==> config.mk <==
export PLATFORM = sky130hd
export DESIGN_NAME = move_log_fifo
export DESIGN_NICKNAME = d
export VERILOG_FILES = /design/src/rtl/chess_pkg.sv /design/src/rtl/sync_fifo.sv /design/src/rtl/move_log_fifo.sv
export SDC_FILE = /design/constraint.sdc
export NUM_CORES = 1
export LEC_CHECK = 0
export BUFFER_PORTS_ARGS = -buffer_cell sky130_fd_sc_hd__buf_2
export CELL_PAD_IN_SITES_DETAIL_PLACEMENT = 2
export CELL_PAD_IN_SITES_GLOBAL_PLACEMENT = 2
export CORE_MARGIN = 2
export CORE_UTILIZATION = 51
export CTS_CLUSTER_SIZE = 25
export DETAILED_ROUTE_END_ITERATION = 8
export PLACE_DENSITY = 0.95
export RECOVER_POWER = 100
export SLEW_MARGIN = 20
export SYNTH_ARGS = -nofsm -noshare
export SYNTH_HDL_FRONTEND = slang
export SYNTH_SLANG_ARGS = --single-unit
export TNS_END_PERCENT = 1
==> constraint.sdc <==
create_clock -name clk -period 5.9 [get_ports clk]
set_input_delay 0.295 -clock clk [delete_from_list [all_inputs] [get_ports clk]]
set_output_delay 0.295 -clock clk [all_outputs]
set_load 0.01 [all_outputs]
==> src/rtl/chess_pkg.sv <==
// Shared chess definitions: piece and color codes, square address width,
// the move record layout and the pairer FSM states.
package chess_pkg;

    localparam int ADDR_W  = 6;
    localparam int PIECE_W = 4;
    localparam int REC_W   = 1 + 2 * (ADDR_W + PIECE_W);

    typedef enum logic [2:0] {
        PIECE_NONE   = 3'd0,
        PIECE_PAWN   = 3'd1,
        PIECE_KNIGHT = 3'd2,
        PIECE_BISHOP = 3'd3,
        PIECE_ROOK   = 3'd4,
        PIECE_QUEEN  = 3'd5,
        PIECE_KING   = 3'd6
    } piece_t;

    typedef enum logic {
        COLOR_WHITE = 1'b0,
        COLOR_BLACK = 1'b1
    } color_t;

    // One logged move: two square writes, or one write that never found a partner.
    typedef struct packed {
        logic               single;
        logic [ADDR_W-1:0]  addr0;
        logic [PIECE_W-1:0] piece0;
        logic [ADDR_W-1:0]  addr1;
        logic [PIECE_W-1:0] piece1;
    } move_rec_t;

    typedef enum logic {
        IDLE = 1'b0,
        HALF = 1'b1
    } pair_state_t;

endpackage

==> src/rtl/sync_fifo.sv <==
// Single-clock FIFO with a registered head word, sticky drop flag and
// synchronous clear. The head register makes the output resettable even
// though the storage array is not.
module sync_fifo #(
    parameter int DEPTH = 16,
    parameter int WIDTH = 21
) (
    input  logic                     clk,
    input  logic                     rst_n,
    input  logic                     clear,
    input  logic                     push,
    input  logic [WIDTH-1:0]         push_data,
    input  logic                     pop_ready,
    output logic                     pop_valid,
    output logic [WIDTH-1:0]         pop_data,
    output logic [$clog2(DEPTH):0]   count,
    output logic                     overflow
);

    localparam int AW = $clog2(DEPTH);
    localparam int CW = AW + 1;

    logic [WIDTH-1:0] mem [DEPTH];
    logic [AW-1:0]    rd_q, wr_q, rd_next;
    logic [CW-1:0]    count_q;
    logic [WIDTH-1:0] head_q;
    logic             overflow_q;
    logic             full, do_pop, do_push, drop;

    assign full     = (count_q == CW'(DEPTH));
    assign do_pop   = (count_q != '0) && pop_ready;
    assign do_push  = push && (!full || do_pop);
    assign drop     = push && full && !do_pop;
    assign rd_next  = rd_q + 1'b1;

    assign pop_valid = (count_q != '0);
    assign pop_data  = head_q;
    assign count     = count_q;
    assign overflow  = overflow_q;

    // Storage array write; contents are don't-care until pointed at.
    always_ff @(posedge clk) begin
        if (do_push) begin
            mem[wr_q] <= push_data;
        end
    end

    // Pointers, occupancy, head word and sticky drop flag.
    always_ff @(posedge clk or negedge rst_n) begin
        if (!rst_n) begin
            rd_q       <= '0;
            wr_q       <= '0;
            count_q    <= '0;
            head_q     <= '0;
            overflow_q <= 1'b0;
        end else if (clear) begin
            rd_q       <= '0;
            wr_q       <= '0;
            count_q    <= '0;
            head_q     <= '0;
            overflow_q <= 1'b0;
        end else begin
            if (do_push) begin
                wr_q <= wr_q + 1'b1;
            end
            if (do_pop) begin
                rd_q <= rd_next;
            end
            if (do_push && !do_pop) begin
                count_q <= count_q + 1'b1;
            end else if (do_pop && !do_push) begin
                count_q <= count_q - 1'b1;
            end
            if (drop) begin
                overflow_q <= 1'b1;
            end
            if (do_pop) begin
                if (count_q > CW'(1)) begin
                    head_q <= mem[rd_next];
                end else if (do_push) begin
                    head_q <= push_data;
                end
            end else if (do_push && count_q == '0) begin
                head_q <= push_data;
            end
        end
    end

endmodule

==> src/rtl/move_log_fifo.sv <==
// Pairs consecutive board square writes into move records and queues them.
// A lone write that waits too long is logged as a single-square record.
module move_log_fifo
    import chess_pkg::*;
#(
    parameter int DEPTH        = 16,
    parameter int PAIR_TIMEOUT = 255
) (
    input  logic                    clk,
    input  logic                    rst_n,
    input  logic                    init,
    input  logic                    chg_en,
    input  logic [5:0]              chg_addr,
    input  logic [3:0]              chg_piece,
    output logic                    rec_valid,
    input  logic                    rec_ready,
    output logic [20:0]             rec_data,
    output logic [$clog2(DEPTH):0]  count,
    output logic                    overflow
);

    localparam int TIMER_W = (PAIR_TIMEOUT < 2) ? 1 : $clog2(PAIR_TIMEOUT);
    localparam logic [TIMER_W-1:0] TIMER_LAST = TIMER_W'(PAIR_TIMEOUT - 1);

    pair_state_t          state_q, state_d;
    logic [ADDR_W-1:0]    addr0_q, addr0_d;
    logic [PIECE_W-1:0]   piece0_q, piece0_d;
    logic [TIMER_W-1:0]   timer_q, timer_d;
    logic                 push;
    move_rec_t            push_rec;

    // Pairer state, latched first half and wait timer.
    always_ff @(posedge clk or negedge rst_n) begin
        if (!rst_n) begin
            state_q  <= IDLE;
            addr0_q  <= '0;
            piece0_q <= '0;
            timer_q  <= '0;
        end else begin
            state_q  <= state_d;
            addr0_q  <= addr0_d;
            piece0_q <= piece0_d;
            timer_q  <= timer_d;
        end
    end

    // Next state and record formation; a partner write beats the timeout.
    always_comb begin
        state_d  = state_q;
        addr0_d  = addr0_q;
        piece0_d = piece0_q;
        timer_d  = timer_q;
        push     = 1'b0;
        push_rec = '0;
        if (init) begin
            state_d = IDLE;
            timer_d = '0;
        end else begin
            case (state_q)
                IDLE: begin
                    if (chg_en) begin
                        addr0_d  = chg_addr;
                        piece0_d = chg_piece;
                        timer_d  = '0;
                        state_d  = HALF;
                    end
                end
                HALF: begin
                    push_rec.addr0  = addr0_q;
                    push_rec.piece0 = piece0_q;
                    if (chg_en) begin
                        push            = 1'b1;
                        push_rec.addr1  = chg_addr;
                        push_rec.piece1 = chg_piece;
                        timer_d         = '0;
                        state_d         = IDLE;
                    end else if (timer_q == TIMER_LAST) begin
                        push            = 1'b1;
                        push_rec.single = 1'b1;
                        timer_d         = '0;
                        state_d         = IDLE;
                    end else begin
                        timer_d = timer_q + 1'b1;
                    end
                end
                default: state_d = IDLE;
            endcase
        end
    end

    sync_fifo #(
        .DEPTH (DEPTH),
        .WIDTH (REC_W)
    ) u_fifo (
        .clk       (clk),
        .rst_n     (rst_n),
        .clear     (init),
        .push      (push),
        .push_data (push_rec),
        .pop_ready (rec_ready),
        .pop_valid (rec_valid),
        .pop_data  (rec_data),
        .count     (count),
        .overflow  (overflow)
    );

endmodule

==> flow_summary.yaml, run 1 <==
outcome:
  status: "finished with violations"
  failed_checks: "max-capacitance violations, max-slew violations"
synth:
  postSynthCellCount: 890
  ys_ff_latch: 390
  synth_edf_count: 336
  synth_nets: 916
  syn_area_sq_mm: 0.0159
  synthFlopType: "edfxtp_1"
  postSynthAreaPerCell_sq_um: 17.8
  ys_warn_count: 0
  async_reset_ff_frac: 0.138
  ys_seq_area_frac: 0.720
  synth.distinct_cells: 60
timing:
  rsz0062_at_grt: "false"
  slew_headroom: -1.55
  fin_crit_sh: 0.778
  hold_ws_ps: 50.1
  fin_skew_ps: 26.1
  slew_viol_final: 132
  hold_viol: 0
  period_needed_ps: 4590
  setup_viol: 0
  tightest_slew_ps: 3830
  fmax_mhz: 218
  fin_tns_setup_ps: 0
worst_setup_path:
  r2r_slack_ps: 1310
  crit_fanout: 25
  crit_arrival_ps: 4800
  reg2regPathDepth: 7
  crit_end: "u_fifo.mem[1][6]"
  rr_endpoint: "u_fifo.mem[1][6]"
  endpoint_kind: "flip-flop"
  cp-start-kind: "flip-flop"
  r2r_start: "state_q"
  crit_type: "reg2reg"
  startpoint: "state_q"
  required_ps: 6110
power:
  powerDensity_mw_per_mm2: 450
  peakVddDrop_mv: 0.316
  p_leak_nw: 6.05
floorplan:
  die_x_um: 180
  die-area_sq_mm: 0.0326
  start_util: 0.519
  core-area_sq_mm: 0.0306
  rows: 64
  ios: 43
  die_h_um: 180
clock_tree:
  cts_tree: "done"
  post_cts_buffers: 0
  cts_buffers: 41
  clkSinkCount: 390
  hold_buffers: 1
  ctsResizeCount: 0
  clkTransAtPathRegs_ps: 70
  cts-root-buf: "clkbuf_16"
  ctsLongestPathBuffers: 3
  ctsHtreeMaxLevel: 2
  clk_latency_ps: 550
layout:
  regArea_sq_mm: 0.0114
  multi_input_area_sq_mm: 0.00414
  final_cell_mix: "edfxtp_1, nand2_1, mux4_2"
  final_common_cell: "edfxtp_1"
  fill_cells: 2564
  fin_nets: 977
  final_layout_size_suffix_gt1_frac: 0.195
  final_area_sq_mm: 0.0179
  area_growth_pct: 12.6
  antenna_cells: 0
routing:
  ant_nets: 0
  wl_per_cell_um: 39.0
  drt-total-wl_um: 53800
  post_drt_via_cell_ratio: 6.81
  drtIter0Drc: 1013
  drc: 0
  drtPass1Iterations: 5
  vias: 9389
global_route:
  grt_pass1_wl_um: 77600
  antenna_found_initial: 0
  track_usage: 0.336
  grt_pass1_vias: 10300
  grt_start_max_net_pins: 66
  grt_overflow: 0
place:
  io_buffers: 42
  hpwl_um: 30400
  place_area_sq_mm: 0.0165
  place.gp.congestion: 0.778
hold_path:
  min_path_cells: 2
  hold_path.class: "in2reg"
job:
  cap_viol_max_count: 5
-- registers in the layout, indices dropped and copies added (netlist names) --
name             count
u_fifo.count         5
u_fifo.rd_q          4
u_fifo.wr_q          4
state_q              1
u_fifo.overflow      1
u_fifo.pop_data     21
u_fifo.mem         336
timer_q              8
addr0_q              6
piece0_q             4
-- report_power, final --
| group | leakage [nW] | switching, mW | internal, mW |
|---|---|---|---|
| registers | 3.74 | 0.207 | 3.08 |
| logic | 1.61 | 1.12 | 0.830 |
| clock network | 0.702 | 1.13 | 1.69 |
| total | 6.05 | 2.46 | 5.60 |
-- area by class of cell --
type,count,share of cell area
sequential,390,0.640
multi-input combinational,441,0.231
clock buffer,52,0.0626
tap,396,0.0277
timing repair buffer,66,0.0187
clock inverter,23,0.0173
inverter,11,0.00231
-- per-layer routing --
metal,track usage,part of all wire
met4,0.156,0.053
met2,0.556,0.50
met3,0.0560,0.072
met5,0,0
met1,0.439,0.38
-- worst max-delay path, stage by stage (launching register included) --
cell	delay (ps)
dfrtp_1	420
nor2b_1	270
clkbuf_1	1150
o41a_1	390
nand2_1	200
nor3_1	490
and2_0	890
buf_4	440
-- cells by family after synthesis --
family / synth area share
compound gates: 0.0369
xor+xnor: 0.00544
fa+ha+maj: 0.00867
buf+inv: 0.0195
flops: 0.720
mux: 0.138
simple gates: 0.0713
-- synth_stat cells, types with 7 or more instances --
master | number | area [sq um]
a211o_1 | 10 | 87.6
a21oi_1 | 14 | 70.1
and2_1 | 20 | 125
and3_1 | 18 | 113
buf_2 | 13 | 65.1
buf_4 | 7 | 52.6
clkbuf_1 | 16 | 60.1
dfrtp_1 | 54 | 1350
edfxtp_1 | 336 | 10100
ha_1 | 11 | 138
inv_1 | 10 | 37.5
mux2_2 | 14 | 158
mux2i_1 | 13 | 130
mux4_2 | 84 | 1890
nand2_1 | 125 | 469
nand2b_1 | 13 | 81.3
nand3_1 | 8 | 40.0
nor2_1 | 19 | 71.3
o2111ai_1 | 10 | 87.6
o21ai_0 | 10 | 50.1
o2bb2ai_1 | 10 | 87.6
-- worst min-delay path by stage --
stage / from / to / slack (ps)
2_1_floorplan: rst_n / addr0_q[0] / -0.6
5_1_grt: chg_addr[5] / addr0_q[5] / 40
3_3_place_gp: timer_q[7] / timer_q[7] / 480
4_1_cts: chg_addr[5] / addr0_q[5] / 40
6_report: chg_addr[5] / addr0_q[5] / 50
3_5_place_dp: u_fifo.pop_data[6] / u_fifo.pop_data[6] / 490
-- stage by stage --
| stage | setup WS (ps) | instances | util | power, mW |
|---|---|---|---|---|
| final | 1310 | 1379 | 0.585 | 8.06 |
| after CTS | 2350 | 1378 | 0.588 | 8.12 |
| after detailed placement | 2350 | 1302 | 0.541 | 5.23 |
| after global placement | 2530 | 1302 | 0.541 | 5.04 |
| after global routing | 1120 | 1379 | 0.585 | 8.28 |
| after floorplan | 3520 | 890 | - | 4.63 |
(Power assumes the default switching activity.)
==> run 2, diff against run 1 <==
Settings changed: CORE_UTILIZATION 51 to 48, PLACE_DENSITY 0.95 to 0.9.
Clock period 5.9 ns to 4.6 ns, I/O delays scaled along.
==> run 2 against run 1 <==
Against the previous run: the flow now finishes without violations; via count up 0.37%; clock-buffer cell count up 4; die area up 6.1%; setup slack worse by 770 ps; first-iteration DRC count up 17%; clock skew about the same; core utilization down 3.0 points; non-clock buffer count up 9; worst hold slack worse by 24 ps; sequential share of layout area down 0.53 points; final cell count up 4.1%; largest cell class unchanged.
==> flow_summary.yaml, run 2 (synthesized netlist as in run 1, its figures left out) <==
clock_tree:
  cts_buffers: 42
  cts-root-buf: "clkbuf_16"
  clk_latency_ps: 550
  ctsLongestPathBuffers: 3
  cts_tree: "done"
  clkTransAtPathRegs_ps: 60
  clkSinkCount: 390
  ctsHtreeMaxLevel: 2
layout:
  largest_reg_flops: 336
  area_growth_pct: 13.6
  antenna_cells: 0
  final_cell_mix: "edfxtp_1, nand2_1, mux4_2"
  largest-register: "u_fifo.mem"
  final_layout_size_suffix_gt1_frac: 0.207
  fin_nets: 987
  final_common_cell: "edfxtp_1"
global_route:
  grt_pass1_vias: 10200
  grt_pass1_wl_um: 76500
  grt_overflow: 0
  antenna_found_initial: 0
  grt_start_max_net_pins: 55
  track_usage: 0.321
worst_setup_path:
  r2r_start: "u_fifo.rd_q[0]"
  crit_arrival_ps: 4500
  required_ps: 5030
  crit_fanout: 45
  path_delay_family: "adder cells"
  cp_cell_sequence: "ha_2 -> clkbuf_1 -> mux4_2 -> mux2i_1 -> o2bb2ai_1 -> a211o_1"
  cpMaxStageDelayCell: "ha_2"
  critPathBufInv: 1
  startpoint: "u_fifo.rd_q[0]"
  reg2regPathDepth: 6
  endpoint_kind: "flip-flop"
  rr_endpoint: "u_fifo.pop_data[3]"
  r2r_slack_ps: 530
  cpPeakStageDelay_ps: 1190
  cp-start-kind: "flip-flop"
  crit_type: "reg2reg"
routing:
  vias: 9424
  drc: 0
  wl_met2_um: 26600
  drt-total-wl_um: 53200
  wl_met3_um: 3850
  drtIter0Drc: 1190
  post_drt_via_cell_ratio: 6.56
  ant_nets: 0
  top_layer_used: "met4"
  wl_per_cell_um: 37.1
  drtPass1Iterations: 5
  wl_met1_um: 20300
timing:
  tightest_slew_ps: 1450
  setup_viol: 0
  rsz0062_at_grt: "false"
  hold_viol: 0
  fmax_mhz: 246
  slew_viol_final: 0
  slew_headroom: 0.0359
  fin_tns_setup_ps: 0
  period_needed_ps: 4070
  fin_skew_ps: 26.1
  fin_crit_sh: 0.884
  finalWorstSetupSlack_ps: 535
power:
  powerDensity_mw_per_mm2: 564
  p_sw_mw: 3.08
  internal_power_mw: 7.09
  sw_frac_of_total: 0.303
  pwr-share-seq: 0.406
  peakVddDrop_mv: 0.420
  combPwrFrac: 0.249
  p_leak_nw: 6.10
  clkPwrFrac: 0.345
floorplan:
  die-area_sq_mm: 0.0346
  die_x_um: 186
  ios: 43
  die_h_um: 186
  core-area_sq_mm: 0.0325
  start_util: 0.488
  rows: 66
outcome:
  status: "finished, final reports clean"
hold_path:
  hold_end: "addr0_q[3]"
  hold_path.startpoint: "chg_addr[3]"
  hold_path.class: "in2reg"
  min_path_cells: 2
place:
  io_buffers: 42
  hpwl_um: 29700
  place.gp.congestion: 0.752
  dpl_worst_slack_ps: 1200
job:
  cap_viol_max_count: 0
[run 2: cell types whose count changed in the layout (fill, tap and decap cells not counted), sizes merged]
cell and change:
clkbuf +9, clkinv -4, clkinvlp +4, bufinv -3
buf +2, dlygate4sd3 +2, inv +1
[run 2: what timing repair did]
action,4_1_cts,5_1_grt
hold endpoints to repair,56,0
resized for setup,0,0
buffers inserted,0,0
hold buffers,3,0
[run 2: metal layers]
layer / GRT usage / vias to the layer above
met2: 0.537 / 590
met4: 0.149 / 0
met1: 0.417 / 5021
li1: - / 3645
met3: 0.0493 / 168
met5: 0 / -
[run 2: layout make-up]
class,instances,area (sq um)
Fill cell,2862,14500
Clock inverter,21,236
Tap cell,442,553
Sequential cell,390,11400
Clock buffer,56,1150
Timing Repair Buffer,75,465
Multi-Input combinational cell,441,4140
Inverter,11,41.3
[run 2: per-stage QoR]
step                cells  utilization  cell area (sq um)  total power [mW]  hold slack (ps)
floorplan             890            -              15900              5.94            -65.6
global placement     1355        0.513              16700              6.49              466
detailed placement   1355        0.513              16700              6.68              484
CTS                  1435        0.557              18100              10.2             5.44
global route         1436        0.554              18000              10.5             21.9
finish               1436        0.554              18000              10.2             26.0
[run 2: worst max path at each step]
stage / slack [ps] / cells after the start / end
after global placement: 1640 / 8 / u_fifo.mem[8][0]
after CTS: 970 / 8 / u_fifo.mem[0][17]
final: 530 / 6 / u_fifo.pop_data[3]
after global routing: 430 / 8 / u_fifo.mem[5][15]
after detailed placement: 1200 / 8 / u_fifo.mem[3][9]
after floorplan: 2220 / 7 / u_fifo.mem[7][0]
[run 2: power groups by stage]
stage | combinational [mW] | sequential (mW) | clock [mW]
after floorplan | 1.81 | 4.13 | 0
after global placement | 2.30 | 4.18 | 0
after detailed placement | 2.49 | 4.20 | 0
after CTS | 2.56 | 4.13 | 3.56
after global routing | 2.71 | 4.14 | 3.67
final | 2.54 | 4.12 | 3.51
